<file path="config.mk">
export PLATFORM = sky130hd
export DESIGN_NAME = updown_count_sequencer
export DESIGN_NICKNAME = d
export VERILOG_FILES = /design/src/rtl/updown_count_sequencer.sv
export SDC_FILE = /design/constraint.sdc
export NUM_CORES = 1
export LEC_CHECK = 0
export ABC_AREA = 1
export CAP_MARGIN = 15
export CORE_MARGIN = 1
export CORE_UTILIZATION = 44
export DETAILED_ROUTE_END_ITERATION = 12
export HOLD_SLACK_MARGIN = 0.06
export PLACE_DENSITY = 0.85
export RECOVER_POWER = 25
export SYNTH_ARGS = -nofsm -noshare
export SYNTH_HDL_FRONTEND = slang
export SYNTH_SLANG_ARGS = --single-unit
</file>
<file path="constraint.sdc">
create_clock -name clk -period 1.48 [get_ports clk]
set_clock_uncertainty 0.15 [all_clocks]
set_input_delay 0.37 -clock clk [delete_from_list [all_inputs] [get_ports clk]]
set_output_delay 0.37 -clock clk [all_outputs]
set_load 0.005 [all_outputs]
</file>
<file path="src/rtl/updown_count_sequencer.sv">
// updown_count_sequencer: command-driven controller around an up/down counter.
// Ports: clk, rst (sync, active-high); cmd_valid/cmd_ready handshake with
//        cmd_op (00 LOAD, 01 UP, 10 DOWN, 11 CLEAR) and cmd_arg; pause freezes
//        stepping; count is the registered value; busy/done/wrap are status.
module updown_count_sequencer #(
   parameter int WIDTH = 4
) (
   input  logic             clk,
   input  logic             rst,
   input  logic             cmd_valid,
   output logic             cmd_ready,
   input  logic [1:0]       cmd_op,
   input  logic [WIDTH-1:0] cmd_arg,
   input  logic             pause,
   output logic [WIDTH-1:0] count,
   output logic             busy,
   output logic             done,
   output logic             wrap
);

   typedef enum logic [1:0] {
      IDLE  = 2'b00,
      RUN   = 2'b01,
      PAUSE = 2'b10,
      DONE  = 2'b11
   } state_t;

   localparam logic [1:0] OP_LOAD  = 2'b00;
   localparam logic [1:0] OP_UP    = 2'b01;
   localparam logic [1:0] OP_DOWN  = 2'b10;
   localparam logic [1:0] OP_CLEAR = 2'b11;

   localparam logic [WIDTH-1:0] ZERO = '0;
   localparam logic [WIDTH-1:0] ONE  = WIDTH'(1);
   localparam logic [WIDTH-1:0] MAX  = '1;

   state_t           state;
   state_t           state_nxt;
   logic [WIDTH-1:0] remaining;
   logic             dir_down;

   logic accept;
   logic is_step_op;
   logic step;

   assign accept     = cmd_valid && (state == IDLE);
   assign is_step_op = (cmd_op == OP_UP) || (cmd_op == OP_DOWN);
   assign step       = (state == RUN) && !pause;

   // State register
   always_ff @(posedge clk) begin
      if (rst) begin
         state <= IDLE;
      end else begin
         state <= state_nxt;
      end
   end

   // Next-state logic
   always_comb begin
      state_nxt = IDLE;
      unique case (state)
         IDLE: begin
            if (!accept) begin
               state_nxt = IDLE;
            end else if (is_step_op && (cmd_arg != ZERO)) begin
               state_nxt = RUN;
            end else begin
               state_nxt = DONE;
            end
         end
         RUN: begin
            if (pause) begin
               state_nxt = PAUSE;
            end else if (remaining == ONE) begin
               state_nxt = DONE;
            end else begin
               state_nxt = RUN;
            end
         end
         PAUSE: state_nxt = pause ? PAUSE : RUN;
         DONE:  state_nxt = IDLE;
         default: state_nxt = IDLE;
      endcase
   end

   // Output logic
   always_comb begin
      cmd_ready = (state == IDLE);
      busy      = (state != IDLE);
      done      = (state == DONE);
   end

   // Datapath: count, remaining steps, latched direction and wrap pulse.
   // wrap defaults low every edge so it is a single-cycle pulse aligned
   // with the wrapped count value.
   always_ff @(posedge clk) begin
      if (rst) begin
         count     <= '0;
         remaining <= '0;
         dir_down  <= 1'b0;
         wrap      <= 1'b0;
      end else begin
         wrap <= 1'b0;
         if (accept) begin
            unique case (cmd_op)
               OP_LOAD:  count <= cmd_arg;
               OP_CLEAR: count <= '0;
               OP_UP, OP_DOWN: begin
                  if (cmd_arg != ZERO) begin
                     dir_down  <= (cmd_op == OP_DOWN);
                     remaining <= cmd_arg;
                  end
               end
               default: count <= count;
            endcase
         end
         if (step) begin
            remaining <= remaining - ONE;
            if (dir_down) begin
               count <= count - ONE;
               wrap  <= (count == ZERO);
            end else begin
               count <= count + ONE;
               wrap  <= (count == MAX);
            end
         end
      end
   end

endmodule

</file>
==> flow_metrics.env <==
export IMPL_crit_path_end="count[3]$_SDFFE_PP0P_"
export IMPL_drive_gt1_share_pct=39.2
export IMPL_dr_pass1_iters=4
export IMPL_viasPerCell=5.33
export IMPL_crit_path_start_kind="flip-flop"
export IMPL_crit_path_start="state[0]$_SDFF_PP0_"
export IMPL_final_common_cell="nand2_1"
export IMPL_tightest_slew_ns=0.322
export IMPL_whs_ns=0.350
export IMPL_antenna_found_initial=0
export IMPL_pre_cts_slack_ns=-0.517
export IMPL_num_fill_cells=125
export IMPL_worst_setup_hold_path_clk_slew_ns=0.08
export IMPL_rsz0062_at_grt="true"
export IMPL_max_freq_mhz=629
export IMPL_synth_top_area_share_pct=27.9
export IMPL_layout_min_cycle_time_ns=1.59
export IMPL_root_buffer="clkbuf_4"
export IMPL_synth_area_per_cell_um2=6.94
export IMPL_ys_seq_area_share_pct=27.9
export IMPL_wl_per_cell_um=14.0
export IMPL_p_leak_nw=0.667
export IMPL_synth_cells=124
export IMPL_core_area_um2=1780
export IMPL_timing_final_ws_setup_ns=-0.109
export IMPL_dieArea_um2=2140
export IMPL_crit_path_max_fanout=3
export IMPL_seqCellArea_um2=248
export IMPL_fin_area_um2=1400
export IMPL_numPortBuffers=17
export IMPL_worstRegToRegCells=8
export IMPL_rr_endpoint="count[3]$_SDFFE_PP0P_"
export IMPL_seqPwrFrac_pct=33.7
export IMPL_p_sw_share_pct=35.2
export IMPL_ios=18
export IMPL_endpoint_kind="flip-flop"
export IMPL_cts_buffers_inserted=3
export IMPL_internal_power_w=0.000736
export IMPL_fin_crit_sh_pct=107
export IMPL_cts_sinks=12
export IMPL_cts_tree="yes"
export IMPL_critPathArrivalTime_ns=1.66
export IMPL_p_clk_share_pct=24.2
export IMPL_grt_max_degree=9
export IMPL_required_ns=1.55
export IMPL_fin_cells=196
export IMPL_num_antenna_cells=0
export IMPL_clock_latency_ns=0.28
export IMPL_yosys_area_top_type="dfxtp_1"
export IMPL_p_comb_share_pct=42.1
export IMPL_routed_wl_um=2740
export IMPL_violations="negative setup slack"
export IMPL_status="complete, but fails checks"
export IMPL_yosys_warnings=0
export IMPL_cts_buffer_depth=2
export IMPL_grt_usage_pct=27.0
export IMPL_vias=1044
export IMPL_dieHeight_um=46.2
export IMPL_syn_nets=142
export IMPL_drc=0
export IMPL_synth_area_top_cells="dfxtp_1 (28%), nand2_1 (12%), ha_1 (10%)"
export IMPL_drtIter0Drc=44
export IMPL_setup_viol=13
export IMPL_placed_cell_area_um2=1180
export IMPL_dp_hpwl_um=1690
export IMPL_grt_pass1_wl_um=4040
export IMPL_ctsHoldBuffers=0
export IMPL_maxSlewViolCount=0
export IMPL_synth_cell_types=23
export IMPL_power_switching_w=0.000401
export IMPL_areaGrowthSynthToFinish_pct=62.8
export IMPL_crit_type="reg -> reg"
export IMPL_dp_cells=182
export IMPL_final_util_pct=78.6
export IMPL_finalHoldViolCount=0
export IMPL_place_congestion=0.895
export IMPL_overflow=0
export IMPL_die_x_um=46.2
export IMPL_max_vdd_ir_drop_mv=0.566
export IMPL_ys_ff_latch=12
export IMPL_final_cell_mix="nand2_1 (21), buf_4 (18), inv_1 (14)"
export IMPL_initial_core_util_pct=48.3
export IMPL_ctsHtreeMaxLevel=1
export IMPL_relSlewSlack_pct=78.4
export IMPL_r2r_start="state[0]$_SDFF_PP0_"
export IMPL_power_density_nw_per_um2=811
export IMPL_drtAntennaViolNets=0
export IMPL_placementRows=15
export IMPL_synth_cell_area_um2=861
export IMPL_cap_violations=0
export IMPL_hp_class="reg -> reg"
export IMPL_grt_pass1_vias=950
export IMPL_reg2reg_slack_ns=-0.11
export IMPL_multi_input_area_um2=619
export IMPL_nNetsFinal=190
[synthesized netlist by cell type]
cell type  number
nand2_1        27
inv_1          17
nor2_1         13
dfxtp_1        12
nand3_1        11
a21oi_1        10
o21ai_0         9
ha_1            7
a21oi_2         2
inv_2           2
xnor2_1         2
a31oi_1         1
buf_1           1
buf_6           1
fa_1            1
nand2_2         1
nand3_2         1
nand3_4         1
nand3b_1        1
nor3_4          1
nor4_2          1
o21ai_2         1
or2_1           1
[logic make-up after synthesis]
| group | synth area share (%) |
|---|---|
| buffers and inverters | 10.0 |
| and+or+nand+nor | 32.7 |
| adders and majority gates | 12.5 |
| DFF | 27.9 |
| AOI/OAI and AO/OA | 14.8 |
| xor gates and xnor gates | 2.04 |
[how the worst min path moves through the flow]
stage / startpoint / to / slack (ns) / depth (start not counted)
after floorplan: count[0]$_SDFFE_PP0P_ / count[0]$_SDFFE_PP0P_ / 0.32 / 2
after global placement: count[1]$_SDFFE_PP0P_ / count[1]$_SDFFE_PP0P_ / 0.33 / 2
after detailed placement: remaining[1]$_SDFFE_PP0P_ / remaining[1]$_SDFFE_PP0P_ / 0.35 / 2
after CTS: count[1]$_SDFFE_PP0P_ / count[1]$_SDFFE_PP0P_ / 0.35 / 2
after global routing: count[1]$_SDFFE_PP0P_ / count[1]$_SDFFE_PP0P_ / 0.37 / 2
final: count[1]$_SDFFE_PP0P_ / count[1]$_SDFFE_PP0P_ / 0.35 / 2
[routing by layer]
layer  GRT usage (%)  vias up  part of all wire (%)
met5               0        -                     0
met4            16.5        0                   3.4
met3            4.71       13                   5.0
met2            48.5       42                    53
met1            29.0      494                    39
li1                -      495                     -
[sequential cells by signal, indices dropped and copies added, names as in the netlist]
name and count:
dir_down 1, state 2, wrap 1, remaining 4
count 4
[final cells by class]
class	instances	area share [%]
multi-input cells	92	44.2
repair buffers	44	27.8
flip-flops and latches	12	17.7
inverters	19	5.54
clock buffers	4	2.59
well taps	25	2.23
[per-stage QoR]
| stage | TNS [ns] | total power (W) |
|---|---|---|
| after CTS | -0.650 | 0.00107 |
| final | -0.934 | 0.00114 |
| after floorplan | 0 | 0.000591 |
| after global routing | -1.81 | 0.00121 |
| after global placement | -4.40 | 0.000739 |
| after detailed placement | -5.00 | 0.000756 |
[power by group through the flow]
| stage | logic [W] | registers [W] | clock network [W] |
|---|---|---|---|
| final | 0.000478 | 0.000383 | 0.000275 |
| after global routing | 0.000520 | 0.000386 | 0.000300 |
| after CTS | 0.000419 | 0.000381 | 0.000273 |
| after detailed placement | 0.000366 | 0.000389 | 0 |
| after global placement | 0.000352 | 0.000387 | 0 |
| after floorplan | 0.000201 | 0.000391 | 0 |
[worst max-delay path, cell delays in order, from the launching register on]
cell,delay [ns]
dfxtp_2,0.35
buf_6,0.12
buf_6,0.13
nor3_4,0.29
nand2_2,0.14
buf_6,0.14
nand3_1,0.05
nand2_1,0.05
a21oi_1,0.10
[what timing repair did]
item                       CTS  global route
setup buffers                7             2
setup endpoints to repair   17            15
pin swaps                   12             6
gates cloned                 1             0
resized for setup           39            19
Power figures use the tool's default switching activity.
